### src/rtl/branch_meta_pipe_pkg.sv
// ---------------------------------------------------------------------------
// branch_meta_pipe_pkg
//   Shared types and helpers for the branch metadata pipeline.
//   - branch_meta_t : one in-flight record (IF/ID, ID/EX and EX/MEM share it;
//                     fields a stage does not use yet simply ride along).
//   - pc_index      : PC word-index field, PC[width+1:2], zero-extended to 32.
//   - pc_tag        : PC bits above an index field, PC[31:index_width+2].
// ---------------------------------------------------------------------------
package branch_meta_pipe_pkg;

    localparam int unsigned PC_W      = 32;
    // The record carries the GHR snapshot at a fixed maximum width; only the
    // low GHR_WIDTH bits are ever non-zero.
    localparam int unsigned GHR_MAX_W = 32;

    typedef struct packed {
        logic                 valid;
        logic [PC_W-1:0]      pc;
        logic                 btb_hit;
        logic                 prediction;
        logic [GHR_MAX_W-1:0] ghr;
        logic                 is_jmp;
        logic                 decision;
        logic [PC_W-1:0]      target;
    } branch_meta_t;

    // PC[width+1:2], right-aligned.
    function automatic logic [PC_W-1:0] pc_index(input logic [PC_W-1:0] pc,
                                                 input int unsigned     width);
        logic [PC_W-1:0] mask;
        mask = (PC_W'(1) << width) - PC_W'(1);
        return (pc >> 2) & mask;
    endfunction

    // PC[31:index_width+2], right-aligned.
    function automatic logic [PC_W-1:0] pc_tag(input logic [PC_W-1:0] pc,
                                               input int unsigned     index_width);
        return pc >> (index_width + 2);
    endfunction

endpackage

### src/rtl/branch_meta_pipe_ghr_unit.sv
// ---------------------------------------------------------------------------
// branch_meta_pipe_ghr_unit
//   Gshare global history: a speculative copy updated from IF predictions and
//   a committed copy updated from resolved branches at MEM. A repair reloads
//   the speculative copy with the committed history plus the decision being
//   committed on the same edge.
// Ports
//   clk, rst_n   clock, synchronous active-low reset
//   spec_en      shift spec_bit into the speculative history
//   spec_bit     IF prediction
//   repair       mispredict flush; overrides spec_en
//   commit_en    a valid branch commits at MEM this edge
//   commit_bit   its resolved decision (0 when nothing commits)
//   spec_ghr     speculative history
// ---------------------------------------------------------------------------
module branch_meta_pipe_ghr_unit #(
    parameter int unsigned GHR_WIDTH = 8
) (
    input  logic                 clk,
    input  logic                 rst_n,
    input  logic                 spec_en,
    input  logic                 spec_bit,
    input  logic                 repair,
    input  logic                 commit_en,
    input  logic                 commit_bit,
    output logic [GHR_WIDTH-1:0] spec_ghr
);

    logic [GHR_WIDTH-1:0] spec_q;
    logic [GHR_WIDTH-1:0] commit_q;
    logic [GHR_WIDTH-1:0] spec_shift;
    logic [GHR_WIDTH-1:0] commit_shift;

    // Concatenate then truncate so a 1-bit history needs no special case.
    assign spec_shift   = GHR_WIDTH'({spec_q,   spec_bit});
    assign commit_shift = GHR_WIDTH'({commit_q, commit_bit});

    always_ff @(posedge clk) begin
        if (!rst_n) begin
            spec_q   <= '0;
            commit_q <= '0;
        end else begin
            if (commit_en)
                commit_q <= commit_shift;
            // Repair uses the history as it will look after this edge's commit.
            if (repair)
                spec_q <= commit_shift;
            else if (spec_en)
                spec_q <= spec_shift;
        end
    end

    assign spec_ghr = spec_q;

endmodule

### src/rtl/branch_meta_pipe.sv
// ---------------------------------------------------------------------------
// branch_meta_pipe
//   Carries branch-prediction metadata IF -> ID -> EX -> MEM and produces the
//   predictor's IF read indexes and MEM-stage update inputs. Holds the gshare
//   history (speculative and committed) and branch / mispredict counters.
// Ports
//   clk_i, rst_ni            clock, synchronous active-low reset
//   IF_PC_i, IF_btb_hit_i,   Fetch PC and the predictor's answer for it
//   IF_prediction_i
//   IF_btb_rd_index_o,       combinational BTB index / tag of IF_PC_i
//   IF_PC_tag_o
//   IF_pht_rd_index_o        combinational PHT index (PC bits ^ spec GHR)
//   stall_i                  hold IF/ID, bubble into ID/EX
//   flush_i                  mispredict flush, clears all in-flight records
//   ID_is_jmp_i              decoder branch/jump flag for the ID record
//   EX_br_decision_i,        EX-resolved outcome for the EX record
//   EX_br_target_i
//   EXMEM_*                  predictor update fields for the MEM record
//   br_count_o,              committed branch / mispredict counters (wrap)
//   mispred_count_o
// ---------------------------------------------------------------------------
module branch_meta_pipe
    import branch_meta_pipe_pkg::*;
#(
    parameter int unsigned PHT_INDEX_WIDTH = 8,
    parameter int unsigned BTB_INDEX_WIDTH = 6,
    parameter int unsigned GHR_WIDTH       = 8,
    parameter int unsigned CNT_WIDTH       = 32
) (
    input  logic                         clk_i,
    input  logic                         rst_ni,
    input  logic [31:0]                  IF_PC_i,
    input  logic                         IF_btb_hit_i,
    input  logic                         IF_prediction_i,
    output logic [BTB_INDEX_WIDTH-1:0]   IF_btb_rd_index_o,
    output logic [29-BTB_INDEX_WIDTH:0]  IF_PC_tag_o,
    output logic [PHT_INDEX_WIDTH-1:0]   IF_pht_rd_index_o,
    input  logic                         stall_i,
    input  logic                         flush_i,
    input  logic                         ID_is_jmp_i,
    input  logic                         EX_br_decision_i,
    input  logic [31:0]                  EX_br_target_i,
    output logic [BTB_INDEX_WIDTH-1:0]   EXMEM_btb_wr_index_o,
    output logic [29-BTB_INDEX_WIDTH:0]  EXMEM_btb_wr_tag_o,
    output logic [PHT_INDEX_WIDTH-1:0]   EXMEM_pht_wr_index_o,
    output logic [31:0]                  EXMEM_btb_wr_target_o,
    output logic                         EXMEM_btb_hit_o,
    output logic                         EXMEM_is_jmp_o,
    output logic                         EXMEM_br_decision_o,
    output logic                         EXMEM_prediction_o,
    output logic [31:0]                  EXMEM_PCplus4_o,
    output logic [CNT_WIDTH-1:0]         br_count_o,
    output logic [CNT_WIDTH-1:0]         mispred_count_o
);

    localparam int unsigned TAG_W = 30 - BTB_INDEX_WIDTH;

    logic [GHR_WIDTH-1:0] spec_ghr;

    branch_meta_t if_rec;
    branch_meta_t if_id_q;
    branch_meta_t id_ex_q;
    branch_meta_t ex_mem_q;
    branch_meta_t id_next;
    branch_meta_t ex_next;

    logic [CNT_WIDTH-1:0] br_cnt_q;
    logic [CNT_WIDTH-1:0] mispred_cnt_q;

    logic commit_en;
    logic mem_decision;
    logic mispredict;

    // ---------------------------------------------------------------- commit
    assign commit_en    = ex_mem_q.valid & ex_mem_q.is_jmp;
    assign mem_decision = commit_en & ex_mem_q.decision;
    assign mispredict   = commit_en & (ex_mem_q.prediction ^ ex_mem_q.decision);

    // ---------------------------------------------------------------- history
    branch_meta_pipe_ghr_unit #(
        .GHR_WIDTH (GHR_WIDTH)
    ) u_ghr (
        .clk        (clk_i),
        .rst_n      (rst_ni),
        .spec_en    (IF_btb_hit_i & ~stall_i),
        .spec_bit   (IF_prediction_i),
        .repair     (flush_i),
        .commit_en  (commit_en),
        .commit_bit (mem_decision),
        .spec_ghr   (spec_ghr)
    );

    // ---------------------------------------------------------------- IF side
    assign IF_btb_rd_index_o = BTB_INDEX_WIDTH'(pc_index(IF_PC_i, BTB_INDEX_WIDTH));
    assign IF_PC_tag_o       = TAG_W'(pc_tag(IF_PC_i, BTB_INDEX_WIDTH));
    assign IF_pht_rd_index_o = PHT_INDEX_WIDTH'(pc_index(IF_PC_i, PHT_INDEX_WIDTH))
                             ^ PHT_INDEX_WIDTH'(spec_ghr);

    // The snapshot is the history used for this fetch's PHT read, so the
    // MEM-stage write lands on the same counter.
    always_comb begin
        if_rec            = '0;
        if_rec.valid      = 1'b1;
        if_rec.pc         = IF_PC_i;
        if_rec.btb_hit    = IF_btb_hit_i;
        if_rec.prediction = IF_prediction_i;
        if_rec.ghr        = GHR_MAX_W'(spec_ghr);
    end

    always_comb begin
        id_next        = if_id_q;
        id_next.is_jmp = ID_is_jmp_i;
    end

    always_comb begin
        ex_next          = id_ex_q;
        ex_next.decision = EX_br_decision_i;
        ex_next.target   = EX_br_target_i;
    end

    // ---------------------------------------------------------------- records
    always_ff @(posedge clk_i) begin
        if (!rst_ni) begin
            if_id_q       <= '0;
            id_ex_q       <= '0;
            ex_mem_q      <= '0;
            br_cnt_q      <= '0;
            mispred_cnt_q <= '0;
        end else begin
            // The MEM record commits even on a flush edge.
            if (commit_en)
                br_cnt_q <= br_cnt_q + CNT_WIDTH'(1);
            if (mispredict)
                mispred_cnt_q <= mispred_cnt_q + CNT_WIDTH'(1);

            if (flush_i) begin
                if_id_q.valid  <= 1'b0;
                id_ex_q.valid  <= 1'b0;
                ex_mem_q.valid <= 1'b0;
            end else begin
                ex_mem_q <= ex_next;
                if (stall_i) begin
                    id_ex_q <= '0;          // bubble; IF/ID keeps its record
                end else begin
                    id_ex_q <= id_next;
                    if_id_q <= if_rec;
                end
            end
        end
    end

    // ---------------------------------------------------------------- MEM side
    assign EXMEM_btb_wr_index_o  = BTB_INDEX_WIDTH'(pc_index(ex_mem_q.pc, BTB_INDEX_WIDTH));
    assign EXMEM_btb_wr_tag_o    = TAG_W'(pc_tag(ex_mem_q.pc, BTB_INDEX_WIDTH));
    assign EXMEM_pht_wr_index_o  = PHT_INDEX_WIDTH'(pc_index(ex_mem_q.pc, PHT_INDEX_WIDTH))
                                 ^ PHT_INDEX_WIDTH'(ex_mem_q.ghr);
    assign EXMEM_btb_wr_target_o = ex_mem_q.target;

    // Controls are gated so an empty slot never looks like a branch.
    assign EXMEM_btb_hit_o     = ex_mem_q.valid & ex_mem_q.btb_hit;
    assign EXMEM_is_jmp_o      = commit_en;
    assign EXMEM_br_decision_o = mem_decision;
    assign EXMEM_prediction_o  = ex_mem_q.valid & ex_mem_q.prediction;
    // Gated too, so an empty slot reads as all-zero rather than 4.
    assign EXMEM_PCplus4_o     = ex_mem_q.valid ? (ex_mem_q.pc + 32'd4) : 32'd0;

    assign br_count_o      = br_cnt_q;
    assign mispred_count_o = mispred_cnt_q;

endmodule

### config.mk
export PLATFORM = sky130hd
export DESIGN_NAME = branch_meta_pipe
export DESIGN_NICKNAME = d
export VERILOG_FILES = /design/src/rtl/branch_meta_pipe_pkg.sv /design/src/rtl/branch_meta_pipe_ghr_unit.sv /design/src/rtl/branch_meta_pipe.sv
export SDC_FILE = /design/constraint.sdc
export NUM_CORES = 1
export LEC_CHECK = 0
export CAP_MARGIN = 40
export CELL_PAD_IN_SITES_DETAIL_PLACEMENT = 0
export CELL_PAD_IN_SITES_GLOBAL_PLACEMENT = 1
export CORE_MARGIN = 2
export CORE_UTILIZATION = 33
export DETAILED_ROUTE_END_ITERATION = 7
export PLACE_DENSITY = 0.81
export SYNTH_ARGS = -nofsm -noshare
export SYNTH_HDL_FRONTEND = slang
export SYNTH_SLANG_ARGS = --single-unit
### constraint.sdc
create_clock -name clk_i -period 2 [get_ports clk_i]
set_input_delay 0.3 -clock clk_i [delete_from_list [all_inputs] [get_ports clk_i]]
set_output_delay 0.3 -clock clk_i [all_outputs]
set_load 0.1 [all_outputs]
==> metrics.txt, run 1 <==
# TYPE chip_impl_metric gauge
chip_impl_metric{name="synth_area",unit="µm²"} 10900
chip_impl_info{name="grt_setup_unrepaired",value="yes"} 1
chip_impl_info{name="timing.critical_path.to_type",value="output pin"} 1
chip_impl_metric{name="final.setup.worst_slack",unit="ps"} -716
chip_impl_metric{name="synthesis_stage_register_bit_count",unit=""} 243
chip_impl_metric{name="signal_arrival_time_at_the_worst_endpoint",unit="ps"} 2420
chip_impl_metric{name="global_route.usage.total",unit="%"} 17.1
chip_impl_metric{name="syn_avg_cell_area",unit="µm²"} 8.58
chip_impl_metric{name="io_pins",unit=""} 280
chip_impl_info{name="timing.setup.critical_path_class",value="register to output pin"} 1
chip_impl_metric{name="place_inst",unit=""} 1908
chip_impl_metric{name="coreArea",unit="µm²"} 32500
chip_impl_metric{name="route.detailed.vias_per_inst",unit=""} 4.90
chip_impl_metric{name="cts_made_buffers",unit=""} 26
chip_impl_info{name="yosys-top-cells-area",value="sky130_fd_sc_hd__dfxtp_1 (45%), sky130_fd_sc_hd__mux2i_1 (8.7%), sky130_fd_sc_hd__buf_4 (6.3%)"} 1
chip_impl_info{name="timing.critical_path.cells",value="nand4_4 > buf_4 > or3_4 > or4_4 > a21oi_4 > buf_12"} 1
chip_impl_metric{name="maximum_number_of_pins_on_one_net_before_global_route_repair",unit=""} 58
chip_impl_metric{name="post_route_cells_drive_above_1_share",unit="%"} 34.7
chip_impl_info{name="run_status",value="complete, but fails checks"} 1
chip_impl_metric{name="worst-path-stages",unit=""} 6
chip_impl_info{name="yosys.cell_count.top_type",value="sky130_fd_sc_hd__dfxtp_1"} 1
chip_impl_metric{name="numPortBuffers",unit=""} 279
chip_impl_metric{name="report.final.slew_viol_count",unit=""} 0
chip_impl_metric{name="static_power_due_to_leakage",unit="nW"} 6.50
chip_impl_metric{name="finish.cell_count_without_fillers",unit=""} 1975
chip_impl_metric{name="synth.top_cell.area_share",unit="%"} 44.6
chip_impl_metric{name="synth.distinct_cells",unit=""} 37
chip_impl_metric{name="share_clk_of_total_power",unit="%"} 42.7
chip_impl_metric{name="async_reset_ff_share",unit="%"} 0
chip_impl_metric{name="detailroute.via_count",unit=""} 9676
chip_impl_metric{name="layout.nets",unit=""} 1588
chip_impl_metric{name="grt_pass1_wl",unit="µm"} 48400
chip_impl_metric{name="cp.buffers_inverters",unit=""} 2
chip_impl_metric{name="grt_remaining_overflow",unit=""} 0
chip_impl_metric{name="maxSlewHeadroom",unit="%"} 65.1
chip_impl_metric{name="ys.warnings.count",unit=""} 0
chip_impl_info{name="cp-start-kind",value="register"} 1
chip_impl_metric{name="drc",unit=""} 0
chip_impl_metric{name="power_density",unit="nW/µm²"} 688
chip_impl_metric{name="rows",unit=""} 66
chip_impl_info{name="violations",value="negative setup slack"} 1
chip_impl_metric{name="tns",unit="ps"} -13510
chip_impl_metric{name="first_pass_drt_iterations",unit=""} 6
chip_impl_metric{name="grt_pass1_vias",unit=""} 9118
chip_impl_metric{name="final_util",unit="%"} 51.3
chip_impl_metric{name="cts-htree-levels",unit=""} 1
chip_impl_metric{name="worst-endpoint-required",unit="ps"} 1700
chip_impl_metric{name="synthCells",unit=""} 1270
chip_impl_metric{name="dieArea",unit="µm²"} 34500
chip_impl_metric{name="wl",unit="µm"} 31500
chip_impl_metric{name="dp_hpwl",unit="µm"} 21900
chip_impl_metric{name="switching_share",unit="%"} 26.3
chip_impl_metric{name="power.share.sequential",unit="%"} 43.2
chip_impl_metric{name="antenna_violating_nets_post_route",unit=""} 0
chip_impl_metric{name="number_of_antenna_violations_at_the_first_check_in_global_routing",unit=""} 3
chip_impl_metric{name="clkSlewWorstSetupHoldPaths",unit="ps"} 60
chip_impl_metric{name="fin_worst_hold_slack",unit="ps"} 248
chip_impl_metric{name="hold_violations",unit=""} 0
chip_impl_metric{name="ctsLongestPathBuffers",unit=""} 3
chip_impl_metric{name="worstRegToRegCells",unit=""} 5
chip_impl_metric{name="globalplace.congestion",unit=""} 0.803
chip_impl_metric{name="areaGrowthSynthToFinish",unit="%"} 53.0
chip_impl_metric{name="setup_viol",unit=""} 28
chip_impl_metric{name="hold_path_depth",unit=""} 3
chip_impl_info{name="timing.hold.worst.class",value="primary input to register"} 1
chip_impl_metric{name="final_min_period_over_clock_period",unit="%"} 136
chip_impl_metric{name="initial_util",unit="%"} 33.5
chip_impl_info{name="slowest_stage_cell_on_the_critical_path",value="sky130_fd_sc_hd__or4_4"} 1
chip_impl_metric{name="finClkSkew",unit="ps"} 6.84
chip_impl_metric{name="max_freq",unit="MHz"} 368
chip_impl_info{name="clk_root_buffer_cell",value="sky130_fd_sc_hd__clkbuf_16"} 1
chip_impl_info{name="cts_tree",value="yes"} 1
chip_impl_metric{name="internal_power",unit="mW"} 8.45
chip_impl_metric{name="worst_ir_drop_vdd",unit="V"} 0.000588
chip_impl_metric{name="final_period_demand_of_the_worst_path",unit="ps"} 2720
chip_impl_metric{name="total_power_draw",unit="mW"} 11.5
chip_impl_metric{name="drv_cap",unit=""} 0
chip_impl_metric{name="slowest_delay",unit="ps"} 460
chip_impl_info{name="synth_ff_type",value="sky130_fd_sc_hd__dfxtp_1"} 1
chip_impl_metric{name="seq_area_frac_synth",unit="%"} 44.6
chip_impl_metric{name="cts.sinks",unit=""} 243
chip_impl_metric{name="final.fill_count",unit=""} 2954
chip_impl_metric{name="power.share.combinational",unit="%"} 14.0
chip_impl_info{name="commonest_cells_in_the_netlist",value="sky130_fd_sc_hd__dfxtp_1 (243), sky130_fd_sc_hd__nor2_1 (159), sky130_fd_sc_hd__nand2_1 (147)"} 1
chip_impl_metric{name="tightestPinTransition",unit="ps"} 524
chip_impl_info{name="yosys.area.top_type",value="sky130_fd_sc_hd__dfxtp_1"} 1
chip_impl_metric{name="die_width",unit="µm"} 186
chip_impl_info{name="cp_top_family",value="simple AND/OR/NAND/NOR gates"} 1
chip_impl_metric{name="power.net_switching",unit="mW"} 3.02
chip_impl_metric{name="fp.dieH",unit="µm"} 186
chip_impl_metric{name="worstPathMaxFanout",unit=""} 7
chip_impl_metric{name="worstSkewPairLatency",unit="ps"} 520
chip_impl_metric{name="synth.net_count",unit=""} 1345
chip_impl_metric{name="edff_count_synth",unit=""} 0
chip_impl_metric{name="dr.first_iter.drc_count",unit=""} 461
chip_impl_metric{name="avgRoutedWirePerCell",unit="µm"} 16.0
-- cells in the final DEF, fill, tap and decap left out, types with 10 or more instances in the layout --
master                            instances
sky130_fd_sc_hd__inv_1                   11
sky130_fd_sc_hd__nand3_1                 24
sky130_fd_sc_hd__nand4_1                 26
sky130_fd_sc_hd__or3_4                   10
sky130_fd_sc_hd__a22oi_1                 38
sky130_fd_sc_hd__nor2_4                  12
sky130_fd_sc_hd__dfxtp_4                 32
sky130_fd_sc_hd__nand2b_1                12
sky130_fd_sc_hd__xor2_1                  18
sky130_fd_sc_hd__and4_1                  14
sky130_fd_sc_hd__o31ai_1                 22
sky130_fd_sc_hd__or4_1                   19
sky130_fd_sc_hd__dfxtp_1                174
sky130_fd_sc_hd__buf_6                   11
sky130_fd_sc_hd__nor4_1                  12
sky130_fd_sc_hd__buf_4                  208
sky130_fd_sc_hd__nor2_1                 147
sky130_fd_sc_hd__nand2_1                145
sky130_fd_sc_hd__o21ai_0                 21
sky130_fd_sc_hd__a21oi_1                 88
sky130_fd_sc_hd__a21oi_4                 17
sky130_fd_sc_hd__mux2i_1                 93
sky130_fd_sc_hd__buf_12                  93
sky130_fd_sc_hd__or4_4                   12
sky130_fd_sc_hd__clkbuf_16               30
sky130_fd_sc_hd__dfxtp_2                 37
sky130_fd_sc_hd__xor2_2                  14
sky130_fd_sc_hd__clkdlybuf4s50_1         70
sky130_fd_sc_hd__or3_1                   15
-- tightest hold or removal path, stage by stage --
cell and delay [ps]:
sky130_fd_sc_hd__buf_6 200, sky130_fd_sc_hd__a21oi_1 160, sky130_fd_sc_hd__nor2_1 40
-- final cells by class --
type / instances / area [µm²] / area share [%]
clock buffers: 43 / 816 / 4.89
repair buffers: 386 / 4350 / 26.1
multi-input cells: 840 / 5790 / 34.7
flip-flops and latches: 243 / 5030 / 30.2
clock inverters: 3 / 65.1 / 0.390
diodes: 2 / 5.00 / 0.0300
well taps: 442 / 553 / 3.32
inverters: 16 / 70.1 / 0.420
-- state kept, by name, indices dropped and copies added, names as in the netlist --
| register | count |
|---|---|
| ex_next | 44 |
| u_ghr.spec_ghr | 8 |
| EXMEM_btb_wr_index_o | 6 |
| EXMEM_btb_wr_target_o | 32 |
| id_next | 43 |
| u_ghr.commit_q | 7 |
| br_count_o | 32 |
| mispred_count_o | 32 |
| ex_mem_q | 15 |
| EXMEM_btb_wr_tag_o | 24 |
-- metrics by stage --
step	instance area, µm²	setup WS, ps
4_1_cts	16400	-719
6_report	16700	-716
5_1_grt	16700	-777
3_5_place_dp	15300	-207
3_3_place_gp	15300	-167
2_1_floorplan	11700	-376
-- path summary, 6_finish.rpt --
check	from	endpoint	slack (ps)
min reg2reg	id_next[100]$_SDFFE_PP0N_	ex_next[100]$_SDFF_PP0_	450
min	flush_i	ex_next[98]$_SDFFE_PN0N_	250
max	EXMEM_btb_wr_index_o[4]$_SDFFE_PN0N_	EXMEM_PCplus4_o[29]	-720
max reg2reg	ex_mem_q[100]$_SDFF_PP0_	br_count_o[31]$_SDFFE_PN0N_	120
-- kinds of logic after synthesis --
logic type	count (synthesis)	synth area share, %
and+or+nand+nor	489	21.6
DFF	243	44.6
AOI/OAI and AO/OA	205	11.2
buffers and inverters	189	9.76
muxes	95	8.72
xor gates and xnor gates	46	3.70
adders and majority gates	3	0.344
-- power by group through the flow --
stage / clock [mW] / combinational, mW / sequential, mW
6_report: 4.90 / 1.61 / 4.96
5_1_grt: 5.25 / 1.68 / 4.97
4_1_cts: 5.05 / 1.62 / 4.96
3_5_place_dp: 0 / 1.61 / 5.07
3_3_place_gp: 0 / 1.61 / 5.07
2_1_floorplan: 0 / 1.12 / 5.05
-- per-layer routing --
metal | track usage, % | share of wire, % | routed length, µm | vias to the layer above
met5 | 0 | 0.041 | 13 | -
met4 | 3.84 | 1.9 | 595 | 2
met3 | 3.89 | 6.6 | 2090 | 35
met2 | 28.9 | 49 | 15300 | 249
met1 | 22.3 | 43 | 13500 | 4569
li1 | - | - | - | 4821
-- repair_timing --
action | in CTS | in global routing
buffers inserted | 5 | 8
pin swaps | 11 | 19
setup endpoints to repair | 35 | 32
cloned | 2 | 4
hold buffers | 0 | 0
resized for setup | 29 | 35
Power figures use the tool's default switching activity.
==> inputs of run 2 (changes only) <==
--- a/config.mk
+++ b/config.mk
@@ -10,8 +10,10 @@
 export CELL_PAD_IN_SITES_GLOBAL_PLACEMENT = 1
 export CORE_MARGIN = 2
 export CORE_UTILIZATION = 33
+export CTS_CLUSTER_DIAMETER = 100
 export DETAILED_ROUTE_END_ITERATION = 7
 export PLACE_DENSITY = 0.81
+export SLEW_MARGIN = 10
 export SYNTH_ARGS = -nofsm -noshare
 export SYNTH_HDL_FRONTEND = slang
 export SYNTH_SLANG_ARGS = --single-unit
==> results of run 2 <==
The final DEF is identical to that of run 1; final timing and power are the same.
